File: src/rtl/spi_reg_responder.sv
// SPI mode-0 register responder: 16-bit frames (RW, ADDR[6:0], DATA) read/write a bank of 8-bit registers.
// SPI pins are oversampled on clk, so the whole block lives in a single clock domain.
module spi_reg_responder #(
  parameter int          NREG     = 8,
  parameter logic [7:0]  ID_VALUE = 8'h5A
) (
  input  logic              clk,
  input  logic              reset,
  input  logic              spi_sclk,
  input  logic              spi_ss_n,
  input  logic              spi_mosi,
  output logic              spi_miso,
  output logic              spi_miso_oe,
  input  logic [7:0]        status_in,
  output logic [NREG*8-1:0] reg_out,
  output logic              wr_strobe,
  output logic [6:0]        wr_addr,
  output logic              frame_err
);

  typedef enum logic [2:0] {WAIT_SS, IDLE, HEADER, DATA, DONE} state_t;

  localparam logic [7:0] NREG_W = 8'(NREG);

  state_t     state;
  logic [2:0] sclk_sr;
  logic [2:0] ss_sr;
  logic [1:0] mosi_sr;
  logic [1:0] settle;
  logic [4:0] bitcnt;
  logic [6:0] cmd;
  logic       rw;
  logic [6:0] addr;
  logic [7:0] txbyte;
  logic [7:0] rxbyte;
  logic       wr_pending;

  logic       sclk_rise, sclk_fall, ss_rise, ss_fall;
  logic       ss_n_sync, mosi_sync;
  logic [7:0] hdr_byte;
  logic [6:0] hdr_addr;
  logic [7:0] rd_value;

  // ss_n resets to "deselected" so the pad driver stays off while the block is in reset
  always_ff @(posedge clk or posedge reset) begin
    if (reset) begin
      sclk_sr <= 3'b000;
      ss_sr   <= 3'b111;
      mosi_sr <= 2'b00;
    end else begin
      sclk_sr <= {sclk_sr[1:0], spi_sclk};
      ss_sr   <= {ss_sr[1:0], spi_ss_n};
      mosi_sr <= {mosi_sr[0], spi_mosi};
    end
  end

  assign ss_n_sync   = ss_sr[1];
  assign mosi_sync   = mosi_sr[1];
  assign sclk_rise   = sclk_sr[1] & ~sclk_sr[2];
  assign sclk_fall   = ~sclk_sr[1] & sclk_sr[2];
  assign ss_rise     = ss_sr[1] & ~ss_sr[2];
  assign ss_fall     = ~ss_sr[1] & ss_sr[2];
  assign spi_miso_oe = ~ss_n_sync;

  assign hdr_byte = {cmd, mosi_sync};
  assign hdr_addr = hdr_byte[6:0];

  always_comb begin
    rd_value = 8'h00;
    if (hdr_addr == 7'h7E) begin
      rd_value = status_in;
    end else if (hdr_addr == 7'h7F) begin
      rd_value = ID_VALUE;
    end else begin
      for (int k = 0; k < NREG; k++) begin
        if (hdr_addr == 7'(k)) rd_value = reg_out[8*k +: 8];
      end
    end
  end

  // settle lets the reset values flush out of the synchronizers before WAIT_SS trusts ss_n
  always_ff @(posedge clk or posedge reset) begin
    if (reset) begin
      state      <= WAIT_SS;
      settle     <= 2'd0;
      bitcnt     <= 5'd0;
      cmd        <= 7'd0;
      rw         <= 1'b0;
      addr       <= 7'd0;
      txbyte     <= 8'd0;
      rxbyte     <= 8'd0;
      wr_pending <= 1'b0;
      reg_out    <= '0;
      spi_miso   <= 1'b0;
      wr_strobe  <= 1'b0;
      wr_addr    <= 7'd0;
      frame_err  <= 1'b0;
    end else begin
      wr_strobe <= 1'b0;
      frame_err <= 1'b0;

      if (wr_pending) begin
        for (int k = 0; k < NREG; k++) begin
          if (addr == 7'(k)) reg_out[8*k +: 8] <= rxbyte;
        end
        wr_strobe  <= 1'b1;
        wr_addr    <= addr;
        wr_pending <= 1'b0;
      end

      case (state)
        WAIT_SS: begin
          spi_miso <= 1'b0;
          if (settle != 2'd3) begin
            settle <= settle + 2'd1;
          end else if (ss_n_sync) begin
            state <= IDLE;
          end
        end

        IDLE: begin
          spi_miso <= 1'b0;
          if (ss_fall) begin
            bitcnt <= 5'd0;
            state  <= HEADER;
          end
        end

        HEADER: begin
          if (ss_rise) begin
            frame_err <= (bitcnt != 5'd0);
            spi_miso  <= 1'b0;
            state     <= IDLE;
          end else if (sclk_rise && bitcnt < 5'd8) begin
            cmd    <= hdr_byte[6:0];
            bitcnt <= bitcnt + 5'd1;
            if (bitcnt == 5'd7) begin
              rw     <= hdr_byte[7];
              addr   <= hdr_addr;
              txbyte <= rd_value;
            end
          end else if (sclk_fall && bitcnt == 5'd8) begin
            spi_miso <= txbyte[7];
            state    <= DATA;
          end
        end

        DATA: begin
          if (ss_rise) begin
            frame_err <= 1'b1;
            spi_miso  <= 1'b0;
            state     <= IDLE;
          end else if (sclk_rise) begin
            rxbyte <= {rxbyte[6:0], mosi_sync};
            bitcnt <= bitcnt + 5'd1;
            if (bitcnt == 5'd15) begin
              wr_pending <= ~rw && ({1'b0, addr} < NREG_W);
              state      <= DONE;
            end
          end else if (sclk_fall) begin
            txbyte   <= {txbyte[6:0], 1'b0};
            spi_miso <= txbyte[6];
          end
        end

        DONE: begin
          spi_miso <= 1'b0;
          if (ss_rise) state <= IDLE;
        end

        default: state <= WAIT_SS;
      endcase
    end
  end

endmodule

File: config.mk
export PLATFORM = sky130hd
export DESIGN_NAME = spi_reg_responder
export DESIGN_NICKNAME = d
export VERILOG_FILES = /design/src/rtl/spi_reg_responder.sv
export SDC_FILE = /design/constraint.sdc
export NUM_CORES = 1
export LEC_CHECK = 0
export CORE_ASPECT_RATIO = 1.4
export CORE_MARGIN = 2
export CORE_UTILIZATION = 25
export DETAILED_ROUTE_END_ITERATION = 10
export GPL_TIMING_DRIVEN = 0
export SLEW_MARGIN = 20
export SYNTH_ARGS = -nofsm -noshare
export SYNTH_HDL_FRONTEND = slang
export SYNTH_SLANG_ARGS = --single-unit
export TNS_END_PERCENT = 100
File: constraint.sdc
create_clock -name clk -period 4.5 [get_ports clk]
set_input_delay 0.675 -clock clk [delete_from_list [all_inputs] [get_ports clk]]
set_output_delay 0.675 -clock clk [all_outputs]
set_load 0.03 [all_outputs]
# After elaboration in Yosys (flattened, before gate mapping)
# Index checks and enable logic that the tools add are counted.
op_classes:
  add_sub_neg: 2
  multipliers: 0
  n_div: 0
  n_lt_le_gt_ge: 2
  eq_ne: 41
  n_shift: 0
  mux: 49
  bitwise: 10
  reduce_logical: 27
op_table:
  columns: ["operator", "count"]
  rows:
  - ["$mux 8", 16]
  - ["$eq 7x3->1 const B", 8]
  - ["$mux 3", 10]
  - ["$eq 7x2->1 const B", 4]
  - ["$mux 5", 5]
  - ["$ne 2x2->1 const B", 12]
  - ["$ne 3x3->1 const B", 6]
  - ["$reduce_and 2->1", 9]
  - ["$pmux 8 s2", 1]
  - ["$pmux 3 s5", 1]
  - ["$pmux 5 s3", 1]
  - ["$eq 7x1->1 const B", 2]
  - ["$eq 7x7->1 const B", 2]
  - ["$logic_not 7->1", 2]
  - ["$mux 1", 13]
  - ["$eq 5x4->1 const B", 2]
  - ["$reduce_and 8->1", 1]
  - ["$lt 7x4->1 const B", 1]
  - ["$reduce_and 7->1", 1]
  - ["$eq 3x2->1 const B", 2]
  - ["$not 1->1", 6]
  - ["$reduce_and 3->1", 2]
  - ["$reduce_and 6->1", 1]
  - ["$reduce_bool 3->1", 2]
  - ["other kinds (16)", 21]
totals:
  regBits: 124
  latchBits: 0
  ram_bits: 0
  rom_bits: 0
  out_inout_bits: 75
  wordCells: 155
  memories: 0

# Logic depth before layout (Yosys ltp)
# Gate-level depths: netlist of the first run.
depth:
  ltp_word: 15
  mapped_depth: 8
  depth_no_buf: 7

# Least setup slack after synthesis of the first run
# Ideal clock, no wire load.
synth_timing:
  path_kind: "reg2reg"
  from: "register addr[4]"
  to: "register reg_out[16]"
  setup_time_ps: 125
  t_arrival_ps: 1802
  required_ps: 4375
  path_slack_ps: 2574
  stages_incl_launch_ff: 7
  n_path_buf: 1
  synth_period_minus_slack_ps: 1926
  cell_sequence: "dfrtp_1 -> nor3_2 -> nand2_1 -> or3_1 -> buf_6 -> nor3b_4 -> mux2_2"
synth_between:
  elab_chain_len: 2
synth_rtl:
  columns: ["item", "line", "rtl"]
  rows:
  - ["start: declaration", "33", "logic [6:0] addr;"]
  - ["start signal: assignment", "139", "addr <= hdr_addr;"]
  - ["$eq 7x2->1", "104", "if (addr == 7'(k)) reg_out[8*k +: 8] <= rxbyte;"]
  - ["$reduce_and 2->1 (no line)", null, null]
  - ["end signal: indexed assignment", "104", null]
  - ["end: declaration", "15", "output logic [NREG*8-1:0] reg_out,"]
# Every way passes these cells.
# A chain may end at the register's enable or synchronous reset.

# Final worst setup path of the first run
layout_timing:
  from: "register ss_sr[1]"
  to: "output spi_miso_oe"
layout_between:
  elab_chain_len: 1
layout_rtl:
  columns: ["item", "line", "rtl"]
  rows:
  - ["start: declaration", "27", "logic [2:0] ss_sr;"]
  - ["start signal: assignment", "52", "ss_sr <= {ss_sr[1:0], spi_ss_n};"]
  - ["$not 1->1", "63", "assign spi_miso_oe = ~ss_n_sync;"]
  - ["end: declaration", "13", "output logic spi_miso_oe,"]
# Every way passes these cells.

==> metrics.yaml, run 1 <==
worst_hold_path:
  min_from: "sclk_sr[0]"
  holdPathStages: 0
  hold_end: "sclk_sr[1]"
  hold_class: "register to register"
timing:
  tightest_slew_ns: 0.833
  slew_headroom_pct: 44.0
  skew_ns: 0.0112
  setup_violations: 0
  fin_crit_sh_pct: 52.9
  drv_slew: 0
  layout_min_cycle_time_ns: 2.38
  max_freq_ghz: 0.420
  setup_tns_ns: 0
  holdWs_ns: 0.349
  rsz0062_at_grt: "false"
  final-hold-violation-count: 0
cts:
  clock_sinks: 124
  post_cts_buffers: 0
  path_clk_slew_ns: 0.05
  insertion_delay_ns: 0.42
  cts_made_buffers: 17
  cts-root-buf: "clkbuf_16"
  cts_tree: "done"
  hold_buffers: 0
  cts_buffer_depth: 2
  htreeDepth: 4
  post_cts_resized: 0
routing:
  totalWireLength_mm: 16.2
  drc: 0
  drtIter0Drc: 224
  routed-via-count: 4066
  drt_pass1_iterations: 4
  ant_nets: 0
  wire_per_inst_um: 18.4
  via_per_inst: 4.63
yosys:
  ys_warn_count: 0
  synth-edff-count: 0
  synth_cell_types: 59
  syn_avg_cell_area_um2: 12.5
  netlist_area_um2: 5730
  ys_seq_area_share_pct: 54.2
  syn_nets: 474
  async_reset_ff_share_pct: 100
  ys_seq_elements: 124
  synth_cells: 457
  ys.flop_type: "dfrtp_1"
critical_path:
  worstSetupPathType: "register to primary output"
  critical_path.slowest_cell: "clkdlybuf4s50_1"
  timing.rr.start: "mosi_sr[1]"
  crit_required_ns: 3.83
  worstPathCellList: "inv_1 -> clkdlybuf4s50_1"
  end_kind: "primary output"
  crit_arrival_ns: 1.71
  rrSetupSlack_ns: 2.17
  r2r_end: "txbyte[5]"
  critPathLaunchType: "register"
  ff2ff_path_depth: 7
  cpPeakStageDelay_ns: 0.62
  cp_max_fo: 5
cells_and_area:
  areaGrowthSynthToFinish_pct: 33.7
  fin_nets: 581
  diodes: 0
  layout-drive-gt1-share_pct: 26.7
  nFillCells: 2267
  design_area_um2: 7660
floorplan:
  row_count: 65
  top_level_ports: 88
  dieHeight_um: 183
  dieArea_um2: 24200
  start_util_pct: 25.4
  coreArea_um2: 22500
  chipWidth_um: 132
power:
  combPwrFrac_pct: 18.5
  leakagePower_uw: 0.00332
  pwr-share-clk_pct: 44.5
  switching_share_pct: 28.1
  internal-power_uw: 2450
  power.density_nw_per_um2: 444
  ir_worst_vdd_mv: 0.214
  seq_power_share_pct: 37.0
  power_switching_uw: 957
status:
  status: "complete, no violations"
global_routing:
  antenna_found_initial: 0
  grt_overflow: 0
  first_global_vias: 4250
  grt_pass1_wl_mm: 25.5
  grt_max_degree: 70
  grtUsageTotal_pct: 13.7
placement:
  hpwl_mm: 11.8
  port_buffers: 87
  gp_congestion: 0.810
  dpl_cell_area_um2: 7010
flow_run:
  maxCapViolations: 0
-- cells in the final DEF (no fill, tap or decap), types with 7 or more instances in the layout --
master	synthesis	final
clkbuf_16	0	17
dfrtp_1	121	121
clkbuf_1	9	11
a211oi_1	7	7
buf_1	9	9
a21oi_1	9	9
o21ai_0	22	22
nor2_1	18	18
mux2i_1	19	19
mux2_2	100	100
buf_2	7	7
nand2_1	23	23
clkdlybuf4s50_1	0	87
inv_1	11	10
and3_1	8	8
-- cell families (layout without fill, tap and decap cells) --
kind of cell    count (synthesis)  count (layout)  synth area share [%]
compound gates                 72              72                  8.69
simple gates                   98              98                  9.87
mux                           120             120                  23.4
buf+inv                        38             158                  2.84
fa+ha+maj                       4               4                 0.873
xor+xnor                        1               1                 0.153
flops                         124             124                  54.2
-- worst max-delay path by stage --
stage          startpoint     endpoint  slack, ns  cells past startpoint
6_report         ss_sr[1]  spi_miso_oe       2.12                      2
5_1_grt            cmd[3]    txbyte[1]       1.96                      5
4_1_cts          ss_sr[1]  spi_miso_oe       2.09                      2
3_5_place_dp       cmd[3]    txbyte[1]       2.19                      5
3_3_place_gp        reset  reg_out[36]      -1.39                      2
2_1_floorplan       reset      addr[0]       0.53                      1
-- per-layer routing --
| metal | GRT usage (%) | vias up | wire, um |
|---|---|---|---|
| met1 | 16.6 | 2060 | 6890 |
| met4 | 5.00 | 0 | 367 |
| met5 | 0 | - | 0 |
| met2 | 24.2 | 89 | 8390 |
| li1 | - | 1900 | - |
| met3 | 2.76 | 17 | 547 |
-- cell usage after synthesis, types with 3 or more instances --
cell,number,area share [%]
dfrtp_1,121,53
inv_1,11,0.72
nor2b_1,6,0.66
a211oi_1,7,0.92
nor3_1,4,0.35
o2111ai_1,3,0.46
a221o_1,4,0.70
mux2_2,100,20
buf_1,9,0.59
nor2_1,18,1.2
nand4_1,4,0.44
dfstp_2,3,1.4
or3_1,3,0.33
nand3_1,5,0.44
ha_1,4,0.87
a32oi_1,3,0.46
and3_1,8,0.87
clkbuf_1,9,0.59
a21oi_1,9,0.79
nand2_1,23,1.5
nor4_1,3,0.33
buf_2,7,0.61
nand3b_1,4,0.52
mux2i_1,19,3.3
o21ai_0,22,1.9
o211ai_1,3,0.39
nor3b_1,4,0.52
-- critical path: cells and delay by family, from the launching register on --
kind	cells	cell delay, ns
buffers and inverters	2	0.71
DFF	1	0.58
-- power by group through the flow --
stage | sequential [uW] | combinational (uW) | clock [uW]
3_3_place_gp | 1280 | 619 | 0
2_1_floorplan | 1270 | 432 | 0
5_1_grt | 1270 | 696 | 1590
4_1_cts | 1260 | 633 | 1530
3_5_place_dp | 1280 | 629 | 0
6_report | 1260 | 631 | 1510
-- state kept, by name (all words and copies together) (netlist names) --
| signal | count |
|---|---|
| mosi_sr | 2 |
| spi_miso | 1 |
| settle | 2 |
| frame_err | 1 |
| addr | 7 |
| wr_strobe | 1 |
| wr_pending | 1 |
| cmd | 7 |
| ss_sr | 3 |
| bitcnt | 5 |
| rw | 1 |
| state | 3 |
| reg_out | 64 |
| sclk_sr | 3 |
| rxbyte | 8 |
| txbyte | 8 |
| wr_addr | 7 |
-- stage by stage --
step	std cells	power [uW]	util [%]	worst slack [ns]
floorplan	457	1700	-	0.531
global placement	845	1890	31.0	-1.39
detailed placement	846	1900	31.1	2.19
CTS	878	3420	34.0	2.09
global route	878	3550	34.0	1.96
finish	878	3400	34.0	2.12
-- area by class of cell --
cell class | count | area (um2) | area share [%]
Buffer | 27 | 121 | 1.58
Tap cell | 301 | 377 | 4.91
Multi-Input combinational cell | 295 | 2460 | 32.1
Clock buffer | 21 | 460 | 6.01
Sequential cell | 124 | 3110 | 40.5
Clock inverter | 11 | 190 | 2.48
Inverter | 11 | 48.8 | 0.637
Timing Repair Buffer | 88 | 898 | 11.7
Note: power is estimated with default switching activity, not from simulation.
==> run 2: changes to the inputs <==
==> constraint.sdc (replaced) <==
create_clock -name clk -period 2.27 [get_ports clk]
set_input_delay 0.3405 -clock clk [delete_from_list [all_inputs] [get_ports clk]]
set_output_delay 0.3405 -clock clk [all_outputs]
set_load 0.03 [all_outputs]
==> run 2 against run 1 <==
  * Final cell count rose by 0.57%
  * Critical endpoint is now reg_out[16]
  * Critical path depth up 5
  * First-iteration DRC count fell by 13%
  * Sequential share of layout area decreased by 0.079 points
  * Total power up 84%
  * Worst setup slack worse by 2.0 ns
==> metrics.yaml, run 2 (synthesized netlist as in run 1, its figures left out) <==
placement:
  dp_slack_ns: -0.0486  # -2.24 ns
  port_buffers: 87  # unchanged
  dpl_cell_area_um2: 7060  # +0.70%
  hpwl_mm: 12.1  # +2.4%
  gp_congestion: 0.840  # +3.7%
floorplan:
  top_level_ports: 88  # unchanged
  chipWidth_um: 132  # unchanged
  dieHeight_um: 183  # unchanged
  row_count: 65  # unchanged
  dieArea_um2: 24200  # unchanged
  start_util_pct: 25.4  # unchanged
  coreArea_um2: 22500  # unchanged
routing:
  drt_pass1_iterations: 4  # unchanged
  wire_per_inst_um: 18.7  # +1.3%
  via_per_inst: 4.67  # +0.90%
  ant_nets: 0  # unchanged
  drtIter0Drc: 196  # -13%
  routed-via-count: 4126  # +1.5%
  drc: 0  # unchanged
  totalWireLength_mm: 16.5  # +1.9%
flow_run:
  maxCapViolations: 0  # unchanged
critical_path:
  worstPathCellList: "nor3_2 -> nand2_1 -> or3_1 -> buf_6 -> nor3b_4 -> buf_12 -> mux2_2"
  end_kind: "register"
  crit_required_ns: 2.57  # -1.26 ns
  critPathLaunchType: "register"
  r2r_end: "reg_out[16]"
  path_buf_inv: 2  # unchanged
  rrSetupSlack_ns: 0.15  # -2.02 ns
  crit_family: "simple AND/OR/NAND/NOR gates"
  cpPeakStageDelay_ns: 0.39  # -0.23 ns
  ff2ff_path_depth: 7  # unchanged
  critical_path.slowest_cell: "dfrtp_1"
  timing.rr.start: "addr[4]"
  worstSetupPathType: "register to register"
  cp_max_fo: 8  # +3
  crit_arrival_ns: 2.42  # +0.71 ns
cts:
  cts-root-buf: "clkbuf_16"
  cts_buffer_depth: 2  # unchanged
  cts_tree: "done"
  path_clk_slew_ns: 0.05  # about the same
  clock_sinks: 124  # unchanged
  cts_made_buffers: 17  # unchanged
  htreeDepth: 4  # unchanged
  insertion_delay_ns: 0.42  # about the same
timing:
  setup_violations: 0  # unchanged
  drv_slew: 0  # unchanged
  final.setup.worst_slack_ns: 0.154  # -1.96 ns
  slew_headroom_pct: 55.2  # +11 points
  max_freq_ghz: 0.473
  rsz0062_at_grt: "false"
  skew_ns: 0.00605  # -0.00519 ns
  fin_crit_sh_pct: 93.2
  final-hold-violation-count: 0  # unchanged
  tightest_slew_ns: 0.670  # -0.163 ns
  layout_min_cycle_time_ns: 2.12
status:
  status: "complete, no violations"
cells_and_area:
  largest_reg_flops: 64  # unchanged
  design_area_um2: 7680  # +0.20%
  top_register: "reg_out"
  layout_common_cells: "121 x dfrtp_1, 100 x mux2_2, 87 x clkdlybuf4s50_1"
  final_common_cell: "dfrtp_1"
  reg_top3: "reg_out (64), rxbyte (8), txbyte (8)"
  areaGrowthSynthToFinish_pct: 34.0
  layout-drive-gt1-share_pct: 28.1  # +1.4 points
  fin_nets: 588  # +1.2%
power:
  ir_worst_vdd_mv: 0.444  # +110%
  leakagePower_uw: 0.00332  # about the same
  power.density_nw_per_um2: 817  # +84%
global_routing:
  antenna_found_initial: 0  # unchanged
  grtUsageTotal_pct: 14.2  # +0.44 points
  grt_pass1_wl_mm: 25.9  # +1.8%
  first_global_vias: 4374  # +2.9%
  grt_max_degree: 34  # -51%
  grt_overflow: 0  # unchanged
worst_hold_path:
  hold_class: "input pin to async pin"
==> run 2: metal layers <==
| metal | part of all wire (%) | track usage (%) | vias to the layer above |
|---|---|---|---|
| li1 | - | - | 1919 |
| met1 | 42 | 16.7 | 2097 |
| met2 | 53 | 25.3 | 89 |
| met3 | 3.6 | 3.32 | 21 |
| met4 | 2.2 | 4.96 | 0 |
| met5 | 0 | 0 | - |
==> run 2: final cells by class <==
type,count,area [um2]
buffer,27,125
clock inverter,7,67.6
antenna,1,2.50
multi-input combinational,295,2470
tap,301,377
fill,2291,14800
clock buffer,22,474
timing repair buffer,95,1010
sequential,124,3110
inverter,11,45.0
==> run 2: worst max path at each step <==
| stage | start | end | slack, ns | depth (start not counted) |
|---|---|---|---|---|
| 3_5_place_dp | addr[4] | reg_out[10] | -0.05 | 6 |
| 4_1_cts | cmd[2] | txbyte[6] | 0.0001 | 5 |
| 5_1_grt | bitcnt[3] | txbyte[7] | 0.04 | 5 |
| 6_report | addr[4] | reg_out[16] | 0.15 | 7 |
| 2_1_floorplan | addr[4] | reg_out[16] | 0.34 | 6 |
| 3_3_place_gp | reset | reg_out[36] | -0.86 | 2 |
==> run 2: where the power goes <==
part | leakage, uW | internal [uW] | switching [uW]
Sequential | 0.00167 | 2380 | 114
Combinational | 0.00139 | 476 | 782
Clock | 0.000260 | 1560 | 955
==> run 2: what timing repair did <==
action | CTS | global route
hold endpoints to repair | 0 | 0
hold buffers | 0 | 0
pin swaps | 2 | 1
endpoints found under the setup margin | 18 | 23
setup buffers | 3 | 1
gates cloned | 0 | 0
gates resized for setup | 1 | 6
==> run 2: per-stage QoR <==
stage | utilization [%] | instances | hold slack [ns] | setup TNS (ns) | power (uW)
2_1_floorplan | - | 457 | 0.331 | 0 | 3370
3_3_place_gp | 31.0 | 845 | 0.336 | -104.32 | 3750
3_5_place_dp | 31.3 | 849 | 0.345 | -0.359 | 3780
4_1_cts | 33.9 | 881 | 0.307 | 0 | 6310
5_1_grt | 34.1 | 882 | 0.323 | 0 | 6580
6_report | 34.1 | 883 | 0.319 | 0 | 6270
==> run 3: changes to the inputs <==
--- a/config.mk
+++ b/config.mk
@@ -10,6 +10,7 @@
 export CORE_UTILIZATION = 25
 export DETAILED_ROUTE_END_ITERATION = 10
 export GPL_TIMING_DRIVEN = 0
+export PLACE_DENSITY_LB_ADDON = 0.3
 export SLEW_MARGIN = 20
 export SYNTH_ARGS = -nofsm -noshare
 export SYNTH_HDL_FRONTEND = slang
==> run 3 against run 2 <==
  * Combinational power hardly changed
  * Sequential power hardly changed
  * First-iteration DRC count is 38% lower
  * Maximum frequency is 1.3% lower
  * Critical path depth is 1 lower
  * Die area stayed put
  * Routed wire length is 0.18% higher
  * Utilization is 0.16 points higher
  * Highest routed layer unchanged
==> metrics.yaml, run 3 (synthesized netlist as in run 1, its figures left out) <==
cells_and_area:
  largest_reg_flops: 64  # unchanged
  final_cell_count_no_fill: 883  # unchanged
  layout-drive-gt1-share_pct: 27.3  # -0.74 points
  final_util_pct: 34.2  # +0.16 points
  top_register: "reg_out"
  areaGrowthSynthToFinish_pct: 34.6
  layout_common_cells: "121 x dfrtp_1, 100 x mux2_2, 87 x clkdlybuf4s50_1"
  reg_top3: "reg_out (64), rxbyte (8), txbyte (8)"
  diodes: 0  # -1
  fin_nets: 586  # -0.34%
  final_common_cell: "dfrtp_1"
timing:
  fin_crit_sh_pct: 94.4  # +1.2 points
  setup_violations: 0  # unchanged
  slew_headroom_pct: 54.6  # -0.60 points
  tightest_slew_ns: 0.681  # +0.0110 ns
  max_freq_ghz: 0.466  # -1.3%
  skew_ns: 0.00812  # +0.00207 ns
  holdWs_ns: 0.335  # +0.0160 ns
  final-hold-violation-count: 0  # unchanged
  drv_slew: 0  # unchanged
  rsz0062_at_grt: "false"
  setup_tns_ns: 0  # unchanged
  layout_min_cycle_time_ns: 2.14  # +0.0280 ns
critical_path:
  timing.rr.start: "addr[4]"
  critical_path.slowest_cell: "dfrtp_1"
  rrSetupSlack_ns: 0.13  # -0.03 ns
  path_buf_inv: 1  # -1
  critPathLaunchType: "register"
  r2r_end: "reg_out[2]"
  worstPathCellList: "nor3_2 -> nand2_1 -> or3_1 -> buf_6 -> nor3_4 -> mux2_2"
  cp_max_fo: 8  # unchanged
  crit_arrival_ns: 2.44  # +0.02 ns
  worstSetupPathType: "register to register"
  crit_required_ns: 2.57  # about the same
  crit_family: "simple AND/OR/NAND/NOR gates"
  cpPeakStageDelay_ns: 0.40  # about the same
  ff2ff_path_depth: 6  # -1
  end_kind: "register"
power:
  ir_worst_vdd_mv: 0.364  # -18%
  power.density_nw_per_um2: 842  # +3.1%
  leakagePower_uw: 0.00333  # +0.35%
routing:
  routed-via-count: 4175  # +1.2%
  drt_pass1_iterations: 4  # unchanged
  totalWireLength_mm: 16.5  # +0.18%
  wire_per_inst_um: 18.7  # +0.18%
  via_per_inst: 4.73  # +1.2%
  drtIter0Drc: 121  # -38%
  drc: 0  # unchanged
  ant_nets: 0  # unchanged
cts:
  cts_made_buffers: 17  # unchanged
  cts-root-buf: "clkbuf_16"
  clock_sinks: 124  # unchanged
  path_clk_slew_ns: 0.06  # about the same
  hold_buffers: 0  # unchanged
  htreeDepth: 4  # unchanged
  cts_buffer_depth: 2  # unchanged
  cts_tree: "done"
  insertion_delay_ns: 0.42  # about the same
global_routing:
  grt_pass1_wl_mm: 26.5  # +2.1%
  antenna_found_initial: 0  # unchanged
  grt_max_degree: 36  # +5.9%
  grt_overflow: 0  # unchanged
  first_global_vias: 4511  # +3.1%
  grtUsageTotal_pct: 14.3  # +0.077 points
floorplan:
  start_util_pct: 25.4  # unchanged
  dieHeight_um: 183  # unchanged
  dieArea_um2: 24200  # unchanged
  chipWidth_um: 132  # unchanged
  coreArea_um2: 22500  # unchanged
  top_level_ports: 88  # unchanged
  row_count: 65  # unchanged
placement:
  dp_cells: 849  # unchanged
  port_buffers: 87  # unchanged
  gp_congestion: 0.880  # +4.8%
  hpwl_mm: 12.3  # +1.6%
flow_run:
  maxCapViolations: 0  # unchanged
status:
  status: "complete, no violations"
worst_hold_path:
  hold_class: "input pin to async pin"
-- run 3: repair_timing --
action                                  in CTS  in global routing
pin swaps                                    1                  1
buffers inserted                             1                  1
endpoints found under the setup margin       7                  9
hold endpoints to repair                     0                  0
gates resized for setup                      2                  1
-- run 3: power by group --
part           switching [uW]  internal, uW  leakage, uW
Clock                     988          1730     0.000282
Combinational             802           477      0.00138
Sequential                117          2380      0.00167
-- run 3: area by class of cell --
class | count | area [um2]
Clock inverter | 10 | 143
Sequential cell | 124 | 3110
Timing Repair Buffer | 93 | 1010
Fill cell | 2268 | 14800
Clock buffer | 22 | 444
Inverter | 11 | 45.0
Multi-Input combinational cell | 295 | 2470
Tap cell | 301 | 377
Buffer | 27 | 123
-- run 3: worst max-delay path by stage --
stage | from | to | depth (start not counted)
floorplan | addr[4] | reg_out[16] | 6
global placement | reset | reg_out[36] | 2
detailed placement | addr[4] | reg_out[15] | 6
CTS | addr[4] | reg_out[17] | 6
global route | mosi_sr[1] | txbyte[5] | 7
finish | addr[4] | reg_out[2] | 6
-- run 3: worst reg2reg max path, delay by kind of cell, from the launching register on --
kind	cells	cell delay, ns
AND/OR/NAND/NOR	4	1.06
flip-flops	1	0.40
multiplexers	1	0.40
buffers and inverters	1	0.16
-- run 3: stage by stage --
stage          worst slack, ns  total power, uW  cell area [um2]
3_5_place_dp           0.00845             3810             7080
4_1_cts                 0.0245             6550             7690
5_1_grt                 0.0253             6820             7710
3_3_place_gp            -0.750             3750             6980
2_1_floorplan            0.344             3370             5730
6_report                 0.126             6490             7710
-- run 3: routing by layer --
layer	global-route usage (%)	vias to the layer above	part of all wire, %
li1	-	1905	-
met1	16.7	2120	42
met2	25.7	121	53
met3	3.04	29	3.7
met4	5.00	0	2.1
met5	0	-	0
==> RTL edit 1 (settings of run 1) <==
Set the parameter `NREG` to 9 (it was 8).
--- a/src/rtl/spi_reg_responder.sv
+++ b/src/rtl/spi_reg_responder.sv
@@ -1,7 +1,7 @@
 // SPI mode-0 register responder: 16-bit frames (RW, ADDR[6:0], DATA) read/write a bank of 8-bit registers.
 // SPI pins are oversampled on clk, so the whole block lives in a single clock domain.
 module spi_reg_responder #(
-  parameter int          NREG     = 8,
+  parameter int          NREG     = 9,
   parameter logic [7:0]  ID_VALUE = 8'h5A
 ) (
   input  logic              clk,
Ports: changed (resized reg_out); port bits go from 88 to 96. No check against the original RTL was run, so the function may have changed too.
==> RTL edit 1 against run 1 <==
  * Hold slack got worse by 0.0021 ns
  * Sequential power increased by 6%
  * Combinational power increased by 4.1%
  * Non-clock buffer count grew 18
  * Critical path depth rose by 2
  * Routed wire length grew 13%
  * Setup slack worse by 0.036 ns
  * Synthesized area rose by 9.8%
  * Cell area up 8.6%
  * Sequential cell count grew 8
  * Total power grew 3.6%
  * Critical endpoint is now reg_out[5]$_DFFE_PP0P_
==> RTL edit 1: results (changes against run 1) <==
* Status: completed
* Post-Synthesis Net Count at 519 (+9.5%)
* Fillers at 2491 (+9.9%)
* NonClk Buf Share at 13.9% (+0.58 points)
* Ant diodes at 0 (unchanged)
* Synth area leaders: dfrtp_1, mux2_2, mux4_2
* Register share of the cell area at 39.7% (-0.82 points)
* Routed len/inst at 19.3 microns (+4.6%)
* Syn Area/Cell at 12.5 sq um (about the same)
* Fraction of area in multi-input gates at 33.0% (+0.89 points)
* Distinct cells, synth at 69 (+17%)
* Crit Path Max Fanout at 8 (+3)
* Buffers, non-clock at 133 (+16%)
* Inverters at 16 (+5)
* GR Util met3 at 2.57% (-0.20 points)
* Vias at 4577 (+13%)
* Placed cell areas at 7670 sq um (+9.4%)
* Final clock-cell share at 7.84% (-0.64 points)
* Worst path top cell family by delay: simple AND/OR/NAND/NOR gates
* Max_slew headroom at 35.1% (-8.9 points)
* Synthesized cell area at 6290 sq um (+9.8%)
* Comb_multi_in at 317 (+7.5%)
* Met1 usage in global routing at 17.9% (+1.3 points)
* Critical path's slowest cell: nor3_2
* Setup ws final at 2.08 ns (-0.0362 ns)
* Max Clock Skew at 0.00771 ns (-0.00353 ns)
* Crit path DAT at 2.73 ns (+1.02 ns)
* Met2 Use GR at 24.4% (+0.24 points)
* P&R area growth vs syn at 32.3%
* Gr usage total at 14.1% (+0.41 points)
* Worst R2R Start: addr[4]$_DFFE_PP0P_
* Critical Path End: reg_out[5]$_DFFE_PP0P_
* Met1 WL at 7850 microns (+14%)
* Routed met3 length at 770 microns (+41%)
* Yosys reg bits at 132 (+6.5%)
* Layout cell share with drive strength beyond 1 at 28.6% (+1.9 points)
* Hpwl dp at 13300 microns (+12%)
* Vias in the first global route at 4655 (+9.5%)
* Metal2 WL at 9280 microns (+11%)
* Static Leak at 3.64 nW (+9.5%)
* Worst r2r path cells at 4 (-3)
* Maximum number of pins on one net before global-route repair at 87 (+24%)
* CP peak stage delay at 0.84 ns (+0.22 ns)
* Initial DRC Count at 308 (+38%)
* Sequential-to-total area share from yosys stat at 52.6% (-1.7 points)
## RTL edit 1: kinds of logic (layout without fill, tap and decap cells)
| family | after synthesis | in the layout | share of synthesized area (%) |
|---|---|---|---|
| fa+ha+maj | 4 | 4 | 0.795 |
| simple gates | 104 | 104 | 9.96 |
| mux | 120 | 120 | 22.6 |
| xor+xnor | 1 | 1 | 0.139 |
| flops | 132 | 132 | 52.6 |
| compound gates | 88 | 88 | 10.2 |
| buf+inv | 53 | 181 | 3.78 |
## RTL edit 1: where the power goes
| group | total (mW) | leakage [nW] | internal, mW | switching (mW) |
|---|---|---|---|---|
| logic | 0.657 | 1.53 | 0.262 | 0.395 |
| registers | 1.34 | 1.79 | 1.27 | 0.0659 |
| clock network | 1.53 | 0.314 | 0.987 | 0.546 |
## RTL edit 1: worst register-to-register path, delay by kind of cell (launching register included)
family	cells	cell delay, ns
simple gates	3	1.49
flops	1	0.39
mux	1	0.43
==> RTL edit 2 (flow settings as in run 1) <==
Made on the original files. One comparison of `bitcnt` changes from == to >=.
--- a/src/rtl/spi_reg_responder.sv
+++ b/src/rtl/spi_reg_responder.sv
@@ -139,7 +139,7 @@
               addr   <= hdr_addr;
               txbyte <= rd_value;
             end
-          end else if (sclk_fall && bitcnt == 5'd8) begin
+          end else if (sclk_fall && bitcnt >= 5'd8) begin
             spi_miso <= txbyte[7];
             state    <= DATA;
           end
Check against the original RTL: no difference found for any inputs over 10 cycles, from zero or initial values and one cycle with reset high; that may be too few to reach the edited logic, so the function may still have changed.
==> RTL edit 2 against run 1 <==
  * Non-clock buffer count increased by 4
  * Sequential cell count is the same
  * Core utilization decreased by 0.10 points
  * Largest power group unchanged
  * Total power is 0.83% higher
  * Synthesized area grew 0.90%
  * Routed wire length up 2.4%
  * Cell area about the same
  * Setup slack lost 0.031 ns
==> RTL edit 2: results (changes against run 1) <==
* First-pass GRT wire length at 26600 microns (+4.3%)
* Compound-Gate Fraction of Synth Area at 9.76% (+1.1 points)
* Synth area leaders: dfrtp_1, mux2_2, mux2i_1
* Post-synth EDFFs at 0 (unchanged)
* TritonCTS buffer count at 17 (unchanged)
* Mapped Cells at 458 (+0.22%)
* Met1 usage in global routing at 17.0% (+0.42 points)
* GR Util met3 at 2.34% (-0.42 points)
* Critical path's slowest cell: clkbuf_1
* Asr flop ratio synth at 100% (unchanged)
* CP peak stage delay at 0.59 ns (-0.03 ns)
* Vias at 4197 (+3.2%)
* Met1 WL at 6850 microns (-0.54%)
* Worst Tran Pin Value at 0.722 ns (-0.111 ns)
* DP Cell Count at 847 (+0.12%)
* Fillers at 2318 (+2.2%)
* Initial DRC Count at 242 (+8.0%)
* Reg clk slew, reported paths at around 0.06 ns
* Maximum number of pins on one net before global-route repair at 72 (+2.9%)
* Distinct cells, synth at 63 (+6.8%)
* Drt total wl at 16600 microns (+2.4%)
* Placed cell areas at 7060 sq um (+0.73%)
* GP Congestion at 0.872 (+7.7%)
* Sequential-to-total area share from yosys stat at 53.7% (-0.48 points)
* Static Leak at 3.35 nW (+0.95%)
* Nets at 582 (+0.17%)
* 1st-pass router iterations at 5 (+1)
* Crit Path Max Fanout at 10 (+5)
* Routed met3 length at 618 microns (+13%)
* Root Driver: clkbuf_16
* Vias per Instance at 4.77 (+3.1%)
* Xor-xnor portion of the synthesized cell area at 0.151% (-0.0014 points)
* Adder-Cell Fraction of Synth Area at 0.866% (-0.0077 points)
* Vias in the first global route at 4429 (+4.2%)
* Post-synthesis mux area share at 22.0% (-1.4 points)
* Synth cell count leaders: dfrtp_1, mux2_2, nand2_1
* Metal2 WL at 8810 microns (+4.9%)
* Status: completed
* Worst VDD drop at 0.186 mV (-13%)
* Max Clock Skew at 0.00876 ns (-0.00248 ns)
* Met2 Use GR at 25.8% (+1.7 points)
* Hpwl dp at 12000 microns (+0.86%)
* Layout cell share with drive strength beyond 1 at 27.3% (+0.65 points)
* Setup WS pre-CTS at 2.18 ns (-0.0145 ns)
* Crit path DAT at 2.69 ns (+0.98 ns)
* Post-Synthesis Net Count at 475 (+0.21%)
-- RTL edit 2: changes by cell type after synthesis, moves of 4 or more --
cell,run 1,this run
o31ai_1,1,5
clkbuf_1,9,14
and3_1,8,3
o21ai_0,22,10
o221ai_1,1,7
nand2b_1,2,9
a211oi_1,7,3
a21oi_1,9,5
nand3_1,5,13
mux2i_1,19,9
-- RTL edit 2: where the power goes --
part	internal [mW]	switching [mW]
Combinational	0.278	0.487
Clock	0.899	0.494
Sequential	1.21	0.0666
-- RTL edit 2: final timing paths --
| path | slack [ns] | to | from | cells after the start |
|---|---|---|---|---|
| worst max-delay path | 2.09 | txbyte[6]$_DFFE_PP0P_ | mosi_sr[1]$_DFF_PP0_ | 6 |
| worst min register to register | 0.35 | sclk_sr[1]$_DFF_PP0_ | sclk_sr[0]$_DFF_PP0_ | 0 |
| worst max register to register | 2.09 | txbyte[6]$_DFFE_PP0P_ | mosi_sr[1]$_DFF_PP0_ | 6 |
| max in group asynchronous | 3.13 | reg_out[27]$_DFFE_PP0P_ | reset | 3 |
| min in group asynchronous | 0.68 | sclk_sr[0]$_DFF_PP0_ | reset | 2 |
| worst min-delay path | 0.35 | sclk_sr[1]$_DFF_PP0_ | sclk_sr[0]$_DFF_PP0_ | 0 |
-- RTL edit 2: layout make-up --
cell class                      count  area, sq um  area share (%)
Sequential cell                   124         3110            40.5
Timing Repair Buffer               88          898            11.7
Inverter                            9         41.3           0.538
Clock buffer                       22          464            6.05
Multi-Input combinational cell    294         2500            32.6
Tap cell                          301          377            4.91
Clock inverter                     10          140            1.83
Buffer                             31          139            1.81
-- RTL edit 2: worst max-delay path, delay by kind of cell, from the launching register on --
kind            cells  cell delay, ns
buf+inv             3            1.39
compound gates      3            0.56
flops               1            0.32
